### config.mk
export PLATFORM = sky130hd
export DESIGN_NAME = writeback_arbiter_flat
export DESIGN_NICKNAME = d
export VERILOG_FILES = /design/src/rtl/wb_pkg.sv /design/src/rtl/writeback_arbiter_if.sv /design/src/rtl/wb_fifo.sv /design/src/rtl/writeback_arbiter.sv /design/src/flat_wrapper.sv
export SDC_FILE = /design/constraint.sdc
export NUM_CORES = 1
export LEC_CHECK = 0
export BUFFER_PORTS_ARGS = -buffer_cell sky130_fd_sc_hd__buf_2
export CORE_MARGIN = 2
export CORE_UTILIZATION = 45
export DETAILED_ROUTE_END_ITERATION = 12
export GPL_TIMING_DRIVEN = 0
export PLACE_DENSITY = 0.75
export RECOVER_POWER = 25
export SETUP_SLACK_MARGIN = 0.4
export SLEW_MARGIN = 20
export SYNTH_ARGS = -nofsm -noshare
export SYNTH_HDL_FRONTEND = slang
export SYNTH_SLANG_ARGS = --single-unit
### constraint.sdc
create_clock -name clk -period 2.79 [get_ports clk]
set_input_delay 0.558 -clock clk [delete_from_list [all_inputs] [get_ports clk]]
set_output_delay 0.558 -clock clk [all_outputs]
set_load 0.005 [all_outputs]
### src/rtl/wb_pkg.sv
// rtl/wb_pkg.sv - shared widths, FIFO depth and entry type for the writeback arbiter
package wb_pkg;

  localparam int unsigned WbAddrWidth = 5;
  localparam int unsigned WbDataWidth = 32;
  localparam int unsigned WbFifoDepth = 4;

  typedef struct packed {
    logic [WbAddrWidth-1:0] rd;
    logic [WbDataWidth-1:0] data;
  } wb_entry_t;

endpackage

### src/rtl/writeback_arbiter_if.sv
// rtl/writeback_arbiter_if.sv - ALU/MDU result, register-file write and scoreboard signals (WB_SCOREBOARD_EN)
interface writeback_arbiter_if import wb_pkg::*; #(
  parameter int unsigned AddrWidth = WbAddrWidth,
  parameter int unsigned DataWidth = WbDataWidth
);

  logic                 alu_valid;
  logic [AddrWidth-1:0] alu_rd;
  logic [DataWidth-1:0] alu_data;
  logic                 alu_stall;

  logic                 mdu_valid;
  logic                 mdu_ready;
  logic [AddrWidth-1:0] mdu_rd;
  logic [DataWidth-1:0] mdu_data;

  logic                 write_enable;
  logic [AddrWidth-1:0] write_address;
  logic [DataWidth-1:0] write_data;

`ifdef WB_SCOREBOARD_EN
  logic                      issue_valid;
  logic [AddrWidth-1:0]      issue_rd;
  logic [2**AddrWidth-1:0]   busy;
`endif

  modport slave (
`ifdef WB_SCOREBOARD_EN
    input  issue_valid,
    input  issue_rd,
    output busy,
`endif
    input  alu_valid,
    input  alu_rd,
    input  alu_data,
    output alu_stall,
    input  mdu_valid,
    output mdu_ready,
    input  mdu_rd,
    input  mdu_data,
    output write_enable,
    output write_address,
    output write_data
  );

  modport master (
`ifdef WB_SCOREBOARD_EN
    output issue_valid,
    output issue_rd,
    input  busy,
`endif
    output alu_valid,
    output alu_rd,
    output alu_data,
    input  alu_stall,
    output mdu_valid,
    input  mdu_ready,
    output mdu_rd,
    output mdu_data,
    input  write_enable,
    input  write_address,
    input  write_data
  );

endinterface

### src/rtl/wb_fifo.sv
// rtl/wb_fifo.sv - in-order result FIFO with registered count, async active-low reset
module wb_fifo import wb_pkg::*; #(
  parameter type         entry_t = wb_entry_t,
  parameter int unsigned Depth   = WbFifoDepth,
  localparam int unsigned PtrW   = $clog2(Depth),
  localparam int unsigned CntW   = PtrW + 1
) (
  input  logic            clk,
  input  logic            rst_n,
  input  logic            push_i,
  input  entry_t          entry_i,
  input  logic            pop_i,
  output entry_t          head_o,
  output logic            full_o,
  output logic            empty_o,
  output logic [CntW-1:0] count_o
);

  entry_t          mem_q [Depth];
  logic [PtrW-1:0] wr_ptr_q, wr_ptr_d;
  logic [PtrW-1:0] rd_ptr_q, rd_ptr_d;
  logic [CntW-1:0] count_q, count_d;
  logic            do_push, do_pop;

  assign full_o  = (count_q == CntW'(Depth));
  assign empty_o = (count_q == '0);
  assign count_o = count_q;
  assign head_o  = mem_q[rd_ptr_q];

  assign do_push = push_i && !full_o;
  assign do_pop  = pop_i && !empty_o;

  // Depth is a power of two, so pointers wrap by plain overflow.
  always_comb begin
    wr_ptr_d = wr_ptr_q;
    rd_ptr_d = rd_ptr_q;
    count_d  = count_q;
    if (do_push) wr_ptr_d = wr_ptr_q + PtrW'(1);
    if (do_pop)  rd_ptr_d = rd_ptr_q + PtrW'(1);
    case ({do_push, do_pop})
      2'b10:   count_d = count_q + CntW'(1);
      2'b01:   count_d = count_q - CntW'(1);
      default: count_d = count_q;
    endcase
  end

  always_ff @(posedge clk or negedge rst_n) begin
    if (!rst_n) begin
      wr_ptr_q <= '0;
      rd_ptr_q <= '0;
      count_q  <= '0;
    end else begin
      wr_ptr_q <= wr_ptr_d;
      rd_ptr_q <= rd_ptr_d;
      count_q  <= count_d;
    end
  end

  always_ff @(posedge clk) begin
    if (do_push) mem_q[wr_ptr_q] <= entry_i;
  end

endmodule

### src/rtl/writeback_arbiter.sv
// rtl/writeback_arbiter.sv - merges ALU and buffered MDU results onto the register-file write port
// Optional pending-destination scoreboard: WB_SCOREBOARD_EN.
module writeback_arbiter import wb_pkg::*; #(
  parameter int unsigned AddrWidth = WbAddrWidth,
  parameter int unsigned DataWidth = WbDataWidth,
  parameter int unsigned FifoDepth = WbFifoDepth
) (
  input logic                clk,
  input logic                rst_n,
  writeback_arbiter_if.slave bus
);

  localparam int unsigned CntW = $clog2(FifoDepth) + 1;

  typedef struct packed {
    logic [AddrWidth-1:0] rd;
    logic [DataWidth-1:0] data;
  } entry_t;

  entry_t               push_entry, head_entry, sel_entry;
  logic                 fifo_full, fifo_empty;
  logic [CntW-1:0]      fifo_count;
  logic                 fifo_push, take_fifo, take_alu;

  logic                 we_d, we_q;
  logic [AddrWidth-1:0] wa_d, wa_q;
  logic [DataWidth-1:0] wd_d, wd_q;

  assign push_entry = '{rd: bus.mdu_rd, data: bus.mdu_data};

  // Both handshake outputs depend on the registered count only.
  assign bus.mdu_ready = (fifo_count != CntW'(FifoDepth));
  assign bus.alu_stall = (fifo_count == CntW'(FifoDepth));
  assign fifo_push     = bus.mdu_valid && bus.mdu_ready;

  wb_fifo #(
    .entry_t (entry_t),
    .Depth   (FifoDepth)
  ) u_fifo (
    .clk     (clk),
    .rst_n   (rst_n),
    .push_i  (fifo_push),
    .entry_i (push_entry),
    .pop_i   (take_fifo),
    .head_o  (head_entry),
    .full_o  (fifo_full),
    .empty_o (fifo_empty),
    .count_o (fifo_count)
  );

  always_comb begin
    take_fifo = 1'b0;
    take_alu  = 1'b0;
    sel_entry = head_entry;
    if (fifo_full) begin
      take_fifo = 1'b1;
    end else if (bus.alu_valid) begin
      take_alu  = 1'b1;
      sel_entry = '{rd: bus.alu_rd, data: bus.alu_data};
    end else if (!fifo_empty) begin
      take_fifo = 1'b1;
    end
  end

  // rd==0 is consumed like any other entry but never raises write_enable.
  always_comb begin
    we_d = 1'b0;
    wa_d = wa_q;
    wd_d = wd_q;
    if (take_alu || take_fifo) begin
      we_d = (sel_entry.rd != '0);
      wa_d = sel_entry.rd;
      wd_d = sel_entry.data;
    end
  end

  always_ff @(posedge clk or negedge rst_n) begin
    if (!rst_n) begin
      we_q <= 1'b0;
      wa_q <= '0;
      wd_q <= '0;
    end else begin
      we_q <= we_d;
      wa_q <= wa_d;
      wd_q <= wd_d;
    end
  end

  assign bus.write_enable  = we_q;
  assign bus.write_address = wa_q;
  assign bus.write_data    = wd_q;

`ifdef WB_SCOREBOARD_EN
  localparam int unsigned NumRegs = 2**AddrWidth;

  logic [NumRegs-1:0] busy_d, busy_q;

  // Set is applied after clear so a same-cycle re-issue keeps the bit pending.
  always_comb begin
    busy_d = busy_q;
    if (take_fifo && (head_entry.rd != '0)) busy_d[head_entry.rd] = 1'b0;
    if (bus.issue_valid && (bus.issue_rd != '0)) busy_d[bus.issue_rd] = 1'b1;
    busy_d[0] = 1'b0;
  end

  always_ff @(posedge clk or negedge rst_n) begin
    if (!rst_n) busy_q <= '0;
    else        busy_q <= busy_d;
  end

  assign bus.busy = busy_q;
`endif

endmodule

### src/flat_wrapper.sv
// flat-port wrapper written by rule: the top's interface ports become plain ports
module writeback_arbiter_flat import wb_pkg::*;
#(
  parameter int unsigned AddrWidth = WbAddrWidth,
  parameter int unsigned DataWidth = WbDataWidth,
  parameter int unsigned FifoDepth = WbFifoDepth
)
  (clk, rst_n, bus_alu_valid, bus_alu_rd, bus_alu_data, bus_alu_stall, bus_mdu_valid, bus_mdu_ready, bus_mdu_rd, bus_mdu_data, bus_write_enable, bus_write_address, bus_write_data);
  writeback_arbiter_if #(.AddrWidth(AddrWidth), .DataWidth(DataWidth)) bus_i ();
  input logic clk;
  input logic rst_n;
  input wire logic [$bits(bus_i.alu_valid)-1:0] bus_alu_valid;
  input wire logic [$bits(bus_i.alu_rd)-1:0] bus_alu_rd;
  input wire logic [$bits(bus_i.alu_data)-1:0] bus_alu_data;
  output wire logic [$bits(bus_i.alu_stall)-1:0] bus_alu_stall;
  input wire logic [$bits(bus_i.mdu_valid)-1:0] bus_mdu_valid;
  output wire logic [$bits(bus_i.mdu_ready)-1:0] bus_mdu_ready;
  input wire logic [$bits(bus_i.mdu_rd)-1:0] bus_mdu_rd;
  input wire logic [$bits(bus_i.mdu_data)-1:0] bus_mdu_data;
  output wire logic [$bits(bus_i.write_enable)-1:0] bus_write_enable;
  output wire logic [$bits(bus_i.write_address)-1:0] bus_write_address;
  output wire logic [$bits(bus_i.write_data)-1:0] bus_write_data;
  assign bus_i.alu_valid = bus_alu_valid;
  assign bus_i.alu_rd = bus_alu_rd;
  assign bus_i.alu_data = bus_alu_data;
  assign bus_alu_stall = bus_i.alu_stall;
  assign bus_i.mdu_valid = bus_mdu_valid;
  assign bus_mdu_ready = bus_i.mdu_ready;
  assign bus_i.mdu_rd = bus_mdu_rd;
  assign bus_i.mdu_data = bus_mdu_data;
  assign bus_write_enable = bus_i.write_enable;
  assign bus_write_address = bus_i.write_address;
  assign bus_write_data = bus_i.write_data;
  writeback_arbiter #(.AddrWidth(AddrWidth), .DataWidth(DataWidth), .FifoDepth(FifoDepth)) u_core (.clk(clk), .rst_n(rst_n), .bus(bus_i));
endmodule
After elaboration in Yosys (flattened, before gate mapping)
Memories as Yosys holds them, arrays and structs flattened.
Index checks and enable logic that the tools add are counted.
- RAM bits: 148
- input port bits: 78
- memories: 1
- word-level logic and storage cells: 35
- register bits after elaboration: 45
- output and inout port bits: 40
- memory list (memory ; depth ; width ; rd ports ; clocked after Yosys merged registers in ; write ports ; line ; source):
    u_core.u_fifo.mem_q ; 4 ; 37 ; 1 ; 0 ; 1 ; wb_fifo.sv:19 ; entry_t mem_q [Depth];
- reduce and logical (&&, ||, !) cells: 9
- eq/ne operators: 4
- add/subtract/negate cells: 4
- mux-type cells: 11
- operator list (operator ; number):
    $mux W37 ; 2
    $mux W1 ; 8
    $pmux W3 S2 ; 1
    $reduce_bool A5 Y1 ; 1
    $add A2 B1 Y2 const B ; 2
    $add A3 B1 Y3 const B ; 1
    $eq A3 B3 Y1 const B ; 1
    $logic_and A1 B1 Y1 ; 3
    $logic_not A3 Y1 ; 1
    $ne A3 B3 Y1 const B ; 1
    $sub A3 B1 Y3 const B ; 1
    $eq A2 B1 Y1 const B ; 1
    $eq A2 B2 Y1 const B ; 1
    $logic_not A1 Y1 ; 2
    $reduce_bool A2 Y1 ; 1
    $logic_or A1 B1 Y1 ; 1

Depth between registers and ports, before layout
Gate-level depths: netlist (run 1).
- depth in word-level cells: 7
- depth in mapped cells: 9
- mapped depth without buffers: 7

Hierarchy
A second synthesis (run 1) with hierarchy kept.
- cells, all modules: 448
- area total of the unflattened synthesis: 7806.2 um^2
- by module, submodules not included (module ; sequential area each (um^2) ; times used ; cells each ; area an instance (um^2)):
    wb_fifo ; 4619.4 ; 1 ; 230 ; 5755.5
    writeback_arbiter ; 950.9 ; 1 ; 218 ; 2050.7

Least setup slack after synthesis (run 1)
Ideal clock, no wire load.
- kind: flip-flop to flip-flop
- from: register u_core.u_fifo.count_q[0], in the netlist u_core.u_fifo.count_o[0]
- to: register u_core.u_fifo.count_q[1], in the netlist u_core.u_fifo.count_o[1]
- period minus slack after synthesis: 2.248 ns
- library setup time: 0.125 ns
- arrival time: 2.123 ns
- required time: 2.665 ns
- cell stages (with the launch flop): 8
- setup slack: 0.542 ns
- buffers on the path: 2
- cell sequence: dfrtp_1 > or3b_4 > o21ai_0 > buf_4 > buf_6 > ha_1 > fa_1 > mux2_2
- word-level cells in the longest chain between the ends: 7
- elaborated cells on any way between the ends: 17
- classes of those cells: add/sub: 2; eq/ne: 4; mux: 4; reduce/logical: 7
- RTL lines (item ; line ; source):
    start: declaration ; wb_fifo.sv:22 ; logic [CntW-1:0] count_q, count_d;
    start signal: assignment ; wb_fifo.sv:55 ; count_q <= count_d;
    $logic_not A3 Y1 ; wb_fifo.sv:26 ; assign empty_o = (count_q == '0);
    $mux W1 ; writeback_arbiter.sv:60 ; end else if (!fifo_empty) begin
    $mux W1 ; writeback_arbiter.sv:57 ; end else if (bus.alu_valid) begin
    $mux W1 ; writeback_arbiter.sv:55 ; if (fifo_full) begin
    $logic_and A1 B1 Y1 (*) ; wb_fifo.sv:31 ; assign do_pop = pop_i && !empty_o;
    via u_core.u_fifo.do_pop ; wb_fifo.sv:23 ; logic do_push, do_pop;
    $eq A2 B1 Y1 / $eq A2 B2 Y1 (equally long branches) ; wb_fifo.sv:40 ; case ({do_push, do_pop})
    $pmux W3 S2 (*) ; wb_fifo.sv:40 ;
    via u_core.u_fifo.count_d[1] ; wb_fifo.sv:22 ;
The timed path passes the listed nets; every way through them passes the cells marked *.
A chain may end at the register's enable or synchronous reset.

Worst setup path after layout (run 1)
- from: register u_core.u_fifo.count_q[0], in the netlist u_core.u_fifo.count_o[0]
- to: output bus_alu_stall
- word-level cells in the longest chain between the ends: 1
- RTL lines (item ; line ; source):
    $eq A3 B3 Y1 ; writeback_arbiter.sv:33 ; assign bus.alu_stall = (fifo_count == CntW'(FifoDepth));
    end: declaration ; flat_wrapper.sv:15 ; output wire logic [$bits(bus_i.alu_stall)-1:0] bus_alu_stall;
Every way passes these cells.

==> flow_summary.toml, run 1 <==
[outcome]
status = "completed"

[yosys]
yosysWarnings = 0
synth.avg_cell_area_sq_um = 18.3
ys_types = 28
netlist_instances = 432
synth_top_flop_cell = "edfxtp_1"
synth-seq-cells = 193
netlist_area_sq_um = 7900
seq_area_frac_synth = 0.705
async_reset_ff_frac = 0.233
synth_nets = 516
synth_edf_count = 148

[final_layout]
layout_commonest_cell = "edfxtp_1"
diodes = 0
drive_above_1_share = 0.374
final_cell_area_sq_um = 9410
layout_common_cells = "edfxtp_1, buf_2, dfrtp_1"
fillerInstances = 1376
layout.nets = 656
stdcell_count = 810
syn_to_final_growth_pct = 19.1
final_core_util = 0.546

[global_route]
grt.total_usage = 0.184
antenna_found_initial = 1
grt_use_met2 = 0.326
grt_pass1_wl_mm = 24.9
met1_usage = 0.220
grt_max_degree = 46
grt_overflow = 0
grt_use_met3 = 0.0400
busiest_layer = "met2"
grt_pass1_vias = 4561

[floorplan]
start_util = 0.458
row_count = 48
die_h_um = 137
fp.coreArea_sq_um = 17200
die_w_um = 137
die-area_sq_um = 18600
ioPinCount = 118

[timing]
slew_headroom = 0.311
finalCritPeriodShare = 0.832
worstMarginPinSlew_ps = 1030
grt_setup_unrepaired = "no"
fmax_mhz = 431
finalSetupTns_ps = 0
setup_viol = 0
post-route-min-period_ps = 2320
hold_viol_final = 0
finClkSkew_ps = 11.7
maxSlewViolCount = 0

[setup_path]
worst-setup-path-type = "flop to primary output"
r2r-start = "u_core.u_fifo.count_o[0]$_DFFE_PN0P_"
end_kind = "primary output"
critPathMaxFanout = 10
r2r-end = "u_core.u_fifo.count_o[1]$_DFFE_PN0P_"
crit_chain = "or3b_4 -> clkinvlp_4 -> buf_6 -> buf_2"
critPathBufInv = 3
arrival_ps = 1760
start_kind = "flop"
cpMaxStageDelayCell = "dfrtp_2"
critPathTopFamily = "buffers and inverters"
cp_data_required_time_ps = 2230
ff2ff_setup_slack_ps = 500
critPathMaxStageDelay_ps = 440
reg2reg_depth = 7

[clocking]
root_buffer = "clkbuf_16"
cts_buffer_depth = 2
htreeDepth = 4
worst_skew_pair.late_latency_ps = 430
clk_pin_slew_ps = 70
cts_tree = "built"
clock_sinks = 193
cts_buffers = 17

[pwr]
power_density_nw_per_um2 = 1060
power_mw = 9.96
cellLeakagePower_nw = 3.51
ir_drop_v = 0.000489

[route]
routed_wl_mm = 16.2
ant_nets = 0
dr.pass1.iters = 4
drc_errors = 0
viasPerCell = 5.42
initialDrtViolationCount = 330
via_count = 4392
routedWlPerCell_um = 20.0

[placed_design]
io_buffers = 117
dp_cells = 774
placed_cell_area_sq_um = 8770
place_congestion = 0.735
dp_hpwl_mm = 10.5

[min_path]
hold_class = "primary input to asynchronous set/reset pin"

[flow_run]
drv_cap = 0
[worst max path at each step]
stage	start	to	slack, ps	cells after the start
2_1_floorplan	u_core.u_fifo.count_o[0]$_DFFE_PN0P_	u_core.u_fifo.count_o[1]$_DFFE_PN0P_	540	7
3_3_place_gp	bus_alu_valid	u_core.u_fifo.count_o[2]$_DFFE_PN0P_	350	9
3_5_place_dp	bus_alu_valid	u_core.u_fifo.count_o[2]$_DFFE_PN0P_	300	9
4_1_cts	u_core.u_fifo.count_o[0]$_DFFE_PN0P_	bus_alu_stall	370	4
5_1_grt	u_core.u_fifo.count_o[0]$_DFFE_PN0P_	bus_alu_stall	390	4
6_report	u_core.u_fifo.count_o[0]$_DFFE_PN0P_	bus_alu_stall	470	4
[cell type report]
type / count / area (sq um) / share of cell area
Sequential cell: 193 / 5570 / 0.592
Timing Repair Buffer: 121 / 581 / 0.0617
Buffer: 24 / 160 / 0.0170
Multi-Input combinational cell: 212 / 2160 / 0.230
Clock buffer: 18 / 429 / 0.0456
Inverter: 3 / 15.0 / 0.00160
Tap cell: 225 / 282 / 0.0299
Clock inverter: 14 / 204 / 0.0217
[layer usage]
metal,vias to the layer above,share of wire
met5,-,0.00043
met4,2,0.016
met3,22,0.045
met2,111,0.53
met1,2292,0.41
li1,1965,-
[registers in the layout, summed over array words and instances, names as in the netlist]
register,count
u_core.u_fifo.wr_ptr_q,2
u_core.u_fifo.count_o,3
u_core.u_fifo.mem_q,148
u_core.bus.write_address,5
u_core.u_fifo.rd_ptr_q,2
u_core.bus.write_data,32
u_core.bus.write_enable,1
[synth_stat cells (2+ instances only)]
cell      count  area, sq um
a21oi_1       6         30.0
and3_2        5         37.5
buf_1         3         11.3
buf_2         5         25.0
buf_4         2         15.0
buf_6         7         78.8
clkbuf_1      7         26.3
dfrtp_1      45         1130
edfxtp_1    148         4440
ha_1          5         62.6
inv_1         2         7.51
mux2_2       34          383
mux2i_1      35          350
mux4_2       37          833
nand2_1      35          131
nor2_1        9         33.8
o21ai_0      18         90.1
o21ai_1      15         75.1
xnor2_1       4         35.0
xor2_1        2         17.5
[power by group]
group | switching, mW | total [mW] | internal [mW]
combinational | 1.63 | 3.20 | 1.57
sequential | 0.271 | 4.18 | 3.90
clock | 1.06 | 2.58 | 1.52
total | 2.96 | 9.96 | 7.00
[what timing repair did]
item,in CTS,in global routing
pin swaps,0,0
setup endpoints to repair,2,2
hold buffers,0,0
buffers inserted,1,3
resized for setup,1,3
[kinds of logic (layout without fill, tap and decap cells)]
group / after synthesis / count (layout) / share of synthesized area
AOI/OAI and AO/OA: 42 / 42 / 0.0287
xor gates and xnor gates: 6 / 6 / 0.00665
adders and majority gates: 6 / 6 / 0.0105
buffers and inverters: 27 / 180 / 0.0212
DFF: 193 / 193 / 0.705
muxes: 106 / 106 / 0.198
and+or+nand+nor: 52 / 52 / 0.0296
[metrics by stage]
| step | setup WS, ps | hold slack [ps] |
|---|---|---|
| after floorplan | 542 | 262 |
| after global placement | 346 | 469 |
| after detailed placement | 303 | 507 |
| after CTS | 372 | 318 |
| after global routing | 386 | 201 |
| final | 468 | 159 |
(Power assumes the default switching activity.)
==> inputs of run 2 (changes only) <==
==> constraint.sdc (replaced) <==
create_clock -name clk -period 2.3 [get_ports clk]
set_input_delay 0.46 -clock clk [delete_from_list [all_inputs] [get_ports clk]]
set_output_delay 0.46 -clock clk [all_outputs]
set_load 0.005 [all_outputs]
==> flow_summary.toml, run 2 (same netlist as run 1, synthesis figures left out) <==
[outcome]
status = "completed"

[timing]
setup_viol = 0
worstMarginPinSlew_ps = 741
finalCritPeriodShare = 0.908
hold_viol_final = 0
maxSlewViolCount = 0
post-route-min-period_ps = 2090
fmax_mhz = 479
slew_headroom = 0.506
grt_setup_unrepaired = "yes"
finClkSkew_ps = 15.4

[final_layout]
ff_latch_area_sq_um = 5570
final_core_util = 0.560
layout_commonest_cell = "edfxtp_1"
multi_input_area_sq_um = 2240
syn_to_final_growth_pct = 22.3
fillerInstances = 1354
regMostFlops = "u_core.u_fifo.mem_q"
layout.nets = 666
largest_reg_flops = 148
final_cell_area_sq_um = 9660
drive_above_1_share = 0.408
layout_common_cells = "edfxtp_1, buf_2, dfrtp_1"

[pwr]
ir_drop_v = 0.000619
cellLeakagePower_nw = 3.60
power_density_nw_per_um2 = 1290

[clocking]
clk_pin_slew_ps = 70
root_buffer = "clkbuf_16"
cts_buffers = 17
worst_skew_pair.late_latency_ps = 440
cts_buffer_depth = 2
htreeDepth = 4
clock_sinks = 193
cts_tree = "built"

[setup_path]
cp_data_required_time_ps = 1840
start_kind = "flop"
r2r-end = "u_core.u_fifo.count_o[1]$_DFFE_PN0P_"
r2r-start = "u_core.u_fifo.count_o[1]$_DFFE_PN0P_"
ff2ff_setup_slack_ps = 240
worst-setup-path-type = "flop to primary output"
end_kind = "primary output"
endpoint = "bus_alu_stall"
reg2reg_depth = 6
critPathMaxFanout = 10
arrival_ps = 1630
critPathLaunch = "u_core.u_fifo.count_o[1]$_DFFE_PN0P_"

[route]
drc_errors = 0
via_count = 4395
routed_wl_mm = 16.2
initialDrtViolationCount = 186
dr.pass1.iters = 4
ant_nets = 0
viasPerCell = 5.35
routedWlPerCell_um = 19.7

[placed_design]
placed_cell_area_sq_um = 8780
place_congestion = 0.746
io_buffers = 117
dp_hpwl_mm = 10.4

[global_route]
grt.total_usage = 0.184
grt_pass1_vias = 4614
antenna_found_initial = 1
grt_max_degree = 46
grt_pass1_wl_mm = 24.7
grt_overflow = 0

[floorplan]
die_w_um = 137
start_util = 0.458
die_h_um = 137
die-area_sq_um = 18600
ioPinCount = 118
fp.coreArea_sq_um = 17200
row_count = 48

[flow_run]
drv_cap = 0

[min_path]
hold_class = "primary input to asynchronous set/reset pin"
## run 2: cell types whose count changed in the layout (fill, tap and decap cells not counted), sizes merged
cell	delta
bufinv	-2
diode	+1
clkinvlp	-2
clkbuf	+1
buf	+10
inv	+3
## run 2: worst min-delay path by stage
stage	slack [ps]	depth (start not counted)	to
floorplan	160	0	u_core.bus.write_address[0]$_DFFE_PN0P_
finish	50	1	u_core.bus.write_data[27]$_DFFE_PN0P_
global route	90	1	u_core.bus.write_data[26]$_DFFE_PN0P_
CTS	220	1	u_core.u_fifo.mem_q[1][28]$_DFFE_PP_
global placement	470	1	u_core.u_fifo.count_o[2]$_DFFE_PN0P_
detailed placement	470	1	u_core.u_fifo.count_o[2]$_DFFE_PN0P_
## run 2: what timing repair did
action                                  4_1_cts  5_1_grt
hold buffers                                  0        0
endpoints found under the setup margin      182      164
pin swaps                                     4        5
gates cloned                                  0        0
setup buffers                                 7        6
gates resized for setup                      24       19
## run 2: area by class of cell
type,instances,area share
Clock buffer,19,0.0481
Inverter,3,0.00168
Antenna cell,1,0.000259
Tap cell,225,0.0291
Sequential cell,193,0.577
Clock inverter,13,0.0166
Timing Repair Buffer,131,0.0716
Buffer,24,0.0241
Multi-Input combinational cell,212,0.232
## run 2: stage by stage
stage                     setup slack [ps]  total power [mW]  TNS (ps)  hold WS (ps)  instances
final                                  212              12.4         0          45.2        821
after global routing                   167              13.1         0          87.2        820
after detailed placement             -42.1              9.07     -42.1           475        774
after floorplan                        172              7.80         0           164        432
after global placement                14.7              8.87         0           467        774
after CTS                              175              12.4         0           222        813
## run 2: per-layer routing
layer / part of all wire / track usage / vias up
met3: 0.051 / 0.0415 / 29
met4: 0.021 / 0.0775 / 0
li1: - / - / 1994
met2: 0.52 / 0.317 / 128
met5: 0 / 0 / -
met1: 0.40 / 0.225 / 2244
## run 2: critical path, stage by stage (launching register included)
cell,delay (ps)
dfrtp_1,390
or3b_4,440
clkinv_4,110
buf_12,140
buf_2,120
## run 2: power by group
part	leakage, nW	internal [mW]	switching [mW]	total (mW)
Combinational	1.41	2.26	2.11	4.37
Clock	0.306	1.73	1.31	3.04
Sequential	1.89	4.72	0.307	5.03
